$ cat config.mk
export PLATFORM = sky130hd
export DESIGN_NAME = bp_lce_req_arb
export DESIGN_NICKNAME = d
export VERILOG_FILES = /design/src/rtl/bp_lce_req_arb.sv
export SDC_FILE = /design/constraint.sdc
export NUM_CORES = 1
export LEC_CHECK = 0
export ABC_AREA = 1
export BUFFER_PORTS_ARGS = -buffer_cell sky130_fd_sc_hd__buf_2
export CAP_MARGIN = 20
export CORE_UTILIZATION = 51
export CTS_CLUSTER_DIAMETER = 40
export DETAILED_ROUTE_END_ITERATION = 8
export PLACE_DENSITY = 0.73
export SLEW_MARGIN = 20
export SYNTH_ARGS = -nofsm -noshare
export SYNTH_HDL_FRONTEND = slang
export SYNTH_SLANG_ARGS = --single-unit
$ cat constraint.sdc
create_clock -name clk_i -period 3.8 [get_ports clk_i]
set_clock_uncertainty 0.2 [all_clocks]
set_input_delay 0.38 -clock clk_i [delete_from_list [all_inputs] [get_ports clk_i]]
set_output_delay 0.38 -clock clk_i [all_outputs]
set_load 0.005 [all_outputs]
$ cat src/rtl/bp_lce_req_arb.sv
// Two-input LCE request merger: a small FIFO per input, round-robin grant between them,
// and a registered output carrying the packet plus the index of the input it came from.
module bp_lce_req_arb #(
  parameter int width_p = 64,
  parameter int els_p   = 2
) (
  input  logic                    clk_i,
  input  logic                    reset_i,
  input  logic [1:0][width_p-1:0] req_i,
  input  logic [1:0]              req_v_i,
  output logic [1:0]              req_ready_o,
  output logic [width_p-1:0]      req_o,
  output logic                    req_src_o,
  output logic                    req_v_o,
  input  logic                    req_ready_i
);

  localparam int ptr_w = (els_p > 1) ? $clog2(els_p) : 1;
  localparam int cnt_w = $clog2(els_p + 1);

  // Handshake: on the input side a packet is accepted on any posedge where req_v_i[i] is high
  // (the sender only raises it while req_ready_o[i] is high); on the output side a packet
  // leaves on any posedge where req_v_o and req_ready_i are both high.

  logic [1:0]              nonempty;
  logic [1:0][width_p-1:0] head;
  logic                    load_en;
  logic                    grant_v;
  logic                    grant_idx;

  logic [width_p-1:0] req_q, req_d;
  logic               src_q, src_d;
  logic               v_q, v_d;
  logic               last_grant_q, last_grant_d;

  for (genvar i = 0; i < 2; i++) begin : g_fifo
    logic [width_p-1:0] mem_q [els_p];
    logic [ptr_w-1:0]   wr_ptr_q, wr_ptr_d;
    logic [ptr_w-1:0]   rd_ptr_q, rd_ptr_d;
    logic [cnt_w-1:0]   count_q, count_d;
    logic               enq;
    logic               deq;

    // Ready depends on the registered count only, so a dequeue frees space a cycle later.
    assign req_ready_o[i] = (count_q != cnt_w'(els_p));
    assign nonempty[i]    = (count_q != '0);
    assign head[i]        = mem_q[rd_ptr_q];
    assign enq            = req_v_i[i] & req_ready_o[i];
    assign deq            = grant_v & (grant_idx == 1'(i));

    always_comb begin
      wr_ptr_d = wr_ptr_q;
      rd_ptr_d = rd_ptr_q;
      count_d  = count_q;
      if (enq) begin
        wr_ptr_d = (wr_ptr_q == ptr_w'(els_p - 1)) ? '0 : wr_ptr_q + ptr_w'(1);
      end
      if (deq) begin
        rd_ptr_d = (rd_ptr_q == ptr_w'(els_p - 1)) ? '0 : rd_ptr_q + ptr_w'(1);
      end
      case ({enq, deq})
        2'b10:   count_d = count_q + cnt_w'(1);
        2'b01:   count_d = count_q - cnt_w'(1);
        default: count_d = count_q;
      endcase
    end

    always_ff @(posedge clk_i) begin
      if (reset_i) begin
        wr_ptr_q <= '0;
        rd_ptr_q <= '0;
        count_q  <= '0;
      end else begin
        wr_ptr_q <= wr_ptr_d;
        rd_ptr_q <= rd_ptr_d;
        count_q  <= count_d;
      end
    end

    always_ff @(posedge clk_i) begin
      if (enq) begin
        mem_q[wr_ptr_q] <= req_i[i];
      end
    end
  end

  assign load_en = ~v_q | req_ready_i;
  assign grant_v = load_en & (|nonempty);

  // With both inputs waiting, the one not granted last time wins.
  always_comb begin
    if (&nonempty) begin
      grant_idx = ~last_grant_q;
    end else begin
      grant_idx = nonempty[1];
    end
  end

  always_comb begin
    req_d        = req_q;
    src_d        = src_q;
    v_d          = v_q;
    last_grant_d = last_grant_q;
    if (grant_v) begin
      req_d        = head[grant_idx];
      src_d        = grant_idx;
      v_d          = 1'b1;
      last_grant_d = grant_idx;
    end else if (load_en) begin
      v_d = 1'b0;
    end
  end

  always_ff @(posedge clk_i) begin
    if (reset_i) begin
      req_q        <= '0;
      src_q        <= 1'b0;
      v_q          <= 1'b0;
      last_grant_q <= 1'b1;
    end else begin
      req_q        <= req_d;
      src_q        <= src_d;
      v_q          <= v_d;
      last_grant_q <= last_grant_d;
    end
  end

  assign req_o     = req_q;
  assign req_src_o = src_q;
  assign req_v_o   = v_q;

endmodule
# Word-level counts from Yosys, hierarchy flattened
# Memory sizes are Yosys's and may differ from the RTL's. A register that Yosys moved wholly into a read port is not among the register bits.
# Index checks and enable logic that the tools add are counted.
# Widths: inputs -> output; s select.
[word_totals]
output_inout_bits = 68
reg_bits = 75
latchBits = 0
word_cells = 62
n_memories = 2
input_bits = 133
mem_bits_ro = 0
mem_bits_rw = 256
[memory_table]
columns = ["name", "words", "width", "rd", "rd_clocked_by_memory_dff", "write_ports", "line", "source"]
rows = [
  ["g_fifo[0].mem_q", 2, 64, 1, 1, 1, "37", "logic [width_p-1:0] mem_q [els_p];"],
  ["g_fifo[1].mem_q", 2, 64, 1, 1, 1, "37", ""],
]
[op_classes]
div = 0
muxes = 19
n_addsub = 8
order_cmp = 1
shift = 0
bitwise_logic = 9
multipliers = 0
n_eq_ne = 6
reduce_logical = 7
[ops]
columns = ["operator", "count"]
rows = [
  ["$mux 64", 2],
  ["$mux 1", 15],
  ["$reduce_bool 2->1", 5],
  ["$pmux 2 s2", 2],
  ["$and 1x1->1", 5],
  ["$add 1x1->1 const B", 4],
  ["$add 2x1->2 const B", 2],
  ["$eq 2x1->1 const B", 2],
  ["$eq 2x2->1 const B", 2],
  ["$ne 2x2->1 const B", 2],
  ["$sub 2x1->2 const B", 2],
  ["$not 1->1", 3],
  ["$lt 1x2->1 const B", 1],
  ["$reduce_and 2->1", 1],
  ["$reduce_or 2->1", 1],
  ["$or 1x1->1", 1],
]

# Longest topological paths before layout
[logic_depth]
ltp_word = 7
depth_mapped = 12
depth_no_buf = 11

# Worst setup path before layout
# OpenSTA, ideal clock, no wires.
[synth_path]
path_type = "register -> register"
start = "reg g_fifo[1].count_q[0]"
end = "mem g_fifo[1].mem_q[1][0] (enable)"
t_arrival_ps = 3368
n_path_buf = 0
required_ps = 3112
path_stages_with_launch = 4
synth_period_minus_slack_ps = 4055
path_slack_ps = -255
setup_ps = 488
path_cell_list = "dfxtp_1 or2_2 nand2_1 nor2_1"
[synth_between]
elab_chain_len = 4
[synth_lines]
columns = ["item", "line", "source"]
rows = [
  ["from (decl)", "40", "logic [cnt_w-1:0] count_q, count_d;"],
  ["from (signal assigned)", "76", "count_q <= count_d;"],
  ["$ne 2x2->1", "45", "assign req_ready_o[i] = (count_q != cnt_w'(els_p));"],
  ["named net req_ready_o[1]", "11", "output logic [1:0] req_ready_o,"],
  ["$and 1x1->1", "48", "assign enq = req_v_i[i] & req_ready_o[i];"],
  ["$mux 1", "81", "if (enq) begin"],
  ["$mux 1 (implied by the code)", "82", "mem_q[wr_ptr_q] <= req_i[i];"],
  ["to (decl)", "37", ""],
]
# The timed path passes the listed nets, and every way through them passes these cells.

# Final worst setup path
[layout_path]
start = "reg g_fifo[0].count_q[0]"
end = "reg g_fifo[0].count_q[1]"
[layout_between]
elab_chain_len = 7
elab_cells_between_ends = 15
cone_classes = "add/sub (2); eq/ne (3); mux (2); bitwise (4); reduce/logical (4)"
[layout_lines]
columns = ["item", "line", "source"]
rows = [
  ["from (decl)", "40", ""],
  ["from (signal assigned)", "76", ""],
  ["$reduce_bool 2->1 *", "46", "assign nonempty[i] = (count_q != '0);"],
  ["$reduce_and 2->1", "92", "if (&nonempty) begin"],
  ["$mux 1", "92", ""],
  ["$not 1->1", "49", "assign deq = grant_v & (grant_idx == 1'(i));"],
  ["$and 1x1->1 *", "49", ""],
  ["named net g_fifo[0].deq", "42", "logic deq;"],
  ["$eq 2x1->1 or $eq 2x2->1 (tied branches)", "61", "case ({enq, deq})"],
  ["$pmux 2 s2 or $reduce_bool 2->1 (tied branches)", "-", ""],
]
# Mark *: on every way through the listed nets, which the timed path passes. The rest lies on a longest branch.
# A chain may end at the register's enable or synchronous reset.

==> flow_summary.ini <==
[outcome]
result_of_the_run = complete, no violations

[floorplan]
initial_core_util_pct = 51.9
num_io_pins = 201
num_rows = 58
core_sq_um = 25200
fp.dieH_microns = 162
chipWidth_microns = 162
fp.dieArea_sq_um = 26200

[synthesis]
synth.lib_cells_used.distinct = 22
synth-seq-cells = 333
synth-edff-count = 256
syn_area_per_cell_sq_um = 10.6
netlist_top_cells_count = nand2_1 (525), edfxtp_1 (256), dfxtp_1 (77), inv_1 (77), a21oi_1 (71)
ys_dominant_reg_cell = edfxtp_1
synthMostInstantiatedCell = nand2_1
synth-warning-count = 0
async_reset_ff_share_pct = 0
post_synth_instance_area_sq_um = 13100
yosys.area.top_type = edfxtp_1
ys_top_cells_by_area = edfxtp_1 (59%), nand2_1 (15%), dfxtp_1 (12%)
synth_seq_area_share_pct = 70.7
postSynthNetCount = 1371
yosys.area.top_type_share_pct = 58.9
synthCells = 1236

[pwr]
power.ir.vdd_worst_mv = 0.688
power_frac_seq_pct = 38.4
switching_power_mw = 4.79
leakagePower_nw = 7.25
power.internal_mw = 8.57
clock_power_share_pct = 29.5
switching_share_pct = 35.9
combinationalPowerShare_pct = 32.1
power_density_nw_per_um2 = 787

[global_routing]
met1_use_gr_pct = 30.8
grt.met2_usage_pct = 42.8
use_met3_pct = 4.47
busiest_grt_layer = met2
first_global_vias = 9634
grt_first_pass_wirelength_mm = 49.7
grt_overflow = 0
groute.usage.overall_pct = 24.3
antenna_violations_before_repair = 0
largest_net_degree_at_the_start_of_global_routing = 129

[routing]
drt_total_wl_mm = 31.9
antenna_left = 0
detailroute.via_count = 9676
post_drt_via_cell_ratio = 5.06
dr.first_iter.drc_count = 771
wl_per_cell_microns = 16.6
remaining_drc_errors = 0
drt_pre_antenna_iters = 5

[finish]
final_design_area_no_fill_sq_um = 17000
area_growth_pct = 30.0
final_layout_size_suffix_gt1_share_pct = 18.5
finish.net_count = 1687
insertedDiodeCount = 0

[cts]
cts-resized-gates = 0
path_clk_slew_ns = 0.06
clockRootBuffer = clkbuf_16
numCtsBuffers = 40
clkLatencyLatePin_ns = 0.53
h-tree-depth = 2
cts_buffer_depth = 3
cts.sinks = 333
tritoncts = yes

[critical_path]
cp.required_ns = 4.01
type_of_origin_of_the_critical_path = flop
peak_per_stage_delay_on_the_critical_path_ns = 0.53
worstSetupPathType = flop to flop
worstPathCellList = nor2_2 > a21oi_4 > nand2_1 > inv_1 > ha_1 > inv_1 > nand2_1 > o21ai_0 > a21oi_1
crit_slowest_cell = a21oi_4
worstSetupEndpointType = flop
cp_max_fo = 23
timing.critical_path.arrival_ns = 2.64

[timing]
final_critical_path_setup_slack_ns = 1.38
final_max_slew_viol_count = 0
clock.fmax_ghz = 0.413
slew_headroom_pct = 36.2
hold_violations = 0
layout_min_cycle_time_ns = 2.42
timing_worst_slew_pin_value_ns = 0.956
number_of_setup_violations_in_the_final_report = 0
rsz0062_at_grt = no
finalSetupTns_ns = 0
fin_crit_sh_pct = 63.8

[place]
dp.final_hpwl_mm = 17.6
dp_worst_setup_slack_ns = 1.40
buffer_ports.inserted = 200
placedInstanceArea_sq_um = 14200
gpl.final_weighted_congestion = 0.763

[flow_run]
cap_viol_max_count = 0

[worst_hold_path]
min-delay-path-class = primary input to flop
## cell usage in the layout, fill, tap and decap left out, types with 2 or more instances in the layout
cell type	count
nand2_1	524
edfxtp_1	256
buf_2	200
dlygate4sd3_1	130
inv_1	77
dfxtp_1	75
a21oi_1	71
o21ai_0	69
nand3_1	65
clkbuf_16	44
buf_4	12
clkbuf_1	11
nor2_1	7
nor2_4	5
inv_6	4
bufinv_16	4
inv_4	3
clkbuf_8	3
clkinv_4	3
or2_2	2
nor3_1	2
xor2_1	2
ha_1	2
clkinv_2	2
clkinvlp_4	2
## kinds of logic after synthesis
group | after synthesis | share of synthesized area (%)
AOI/OAI and AO/OA | 142 | 5.53
xor gates and xnor gates | 2 | 0.134
adders and majority gates | 2 | 0.192
buffers and inverters | 150 | 5.26
DFF | 333 | 70.7
and+or+nand+nor | 607 | 18.2
## registers in the layout, indices dropped and copies added (netlist names), named ones only
name and flops:
req_o 64, g_fifo.rd_ptr_q 2, req_v_o 1, req_src_o 1, g_fifo.wr_ptr_q 2, g_fifo.count_q 4, last_grant_q 1, g_fifo.mem_q 256
## per-layer routing
layer	vias up	wire, microns
li1	4707	-
met1	4590	13300
met2	329	16000
met3	50	2040
met4	0	609
met5	-	0
## worst paths after layout
| path | end | cells after the start | slack, ns | from |
|---|---|---|---|---|
| worst max register to register | g_fifo[0].count_q[1] | 9 | 1.38 | g_fifo[0].count_q[0] |
| worst max-delay path | g_fifo[0].count_q[1] | 9 | 1.38 | g_fifo[0].count_q[0] |
| worst min register to register | req_o[31] | 2 | 0.26 | req_o[31] |
| worst min-delay path | req_v_o | 4 | 0.12 | req_ready_i |
## through the flow
step | std cells | power, mW | util, % | hold slack, ns
finish | 1914 | 13.4 | 67.4 | 0.125
global route | 1914 | 14.2 | 67.4 | 0.115
CTS | 1913 | 13.3 | 67.3 | 0.0927
detailed placement | 1709 | 9.30 | 56.6 | 0.255
global placement | 1709 | 9.19 | 56.6 | 0.247
floorplan | 1236 | 8.07 | - | 0.225
## final cells by class
cell class | count | area (sq um)
Clock buffer | 58 | 1180
Clock inverter | 16 | 213
Fill cell | 1822 | 8210
Inverter | 80 | 305
Multi-Input combinational cell | 753 | 3190
Sequential cell | 333 | 9230
Tap cell | 330 | 413
Timing Repair Buffer | 344 | 2440
## what timing repair did
action / 4_1_cts / 5_1_grt
hold buffers: 130 / 0
endpoints found under the hold margin: 258 / 0
setup buffers: 0 / 0
## power by group through the flow
stage / clock network, mW / logic [mW] / registers (mW)
2_1_floorplan: 0 / 2.97 / 5.10
3_3_place_gp: 0 / 3.94 / 5.25
3_5_place_dp: 0 / 4.02 / 5.28
4_1_cts: 3.97 / 4.17 / 5.21
5_1_grt: 4.14 / 4.83 / 5.19
6_report: 3.94 / 4.29 / 5.13
## worst max-delay path, delay by kind of cell (launching register included)
family,cells,cell delay [ns]
simple gates,3,0.35
fa+ha+maj,1,0.25
compound gates,3,0.76
buf+inv,2,0.26
flops,1,0.49
No activity file was read; power rests on OpenSTA's default activity.
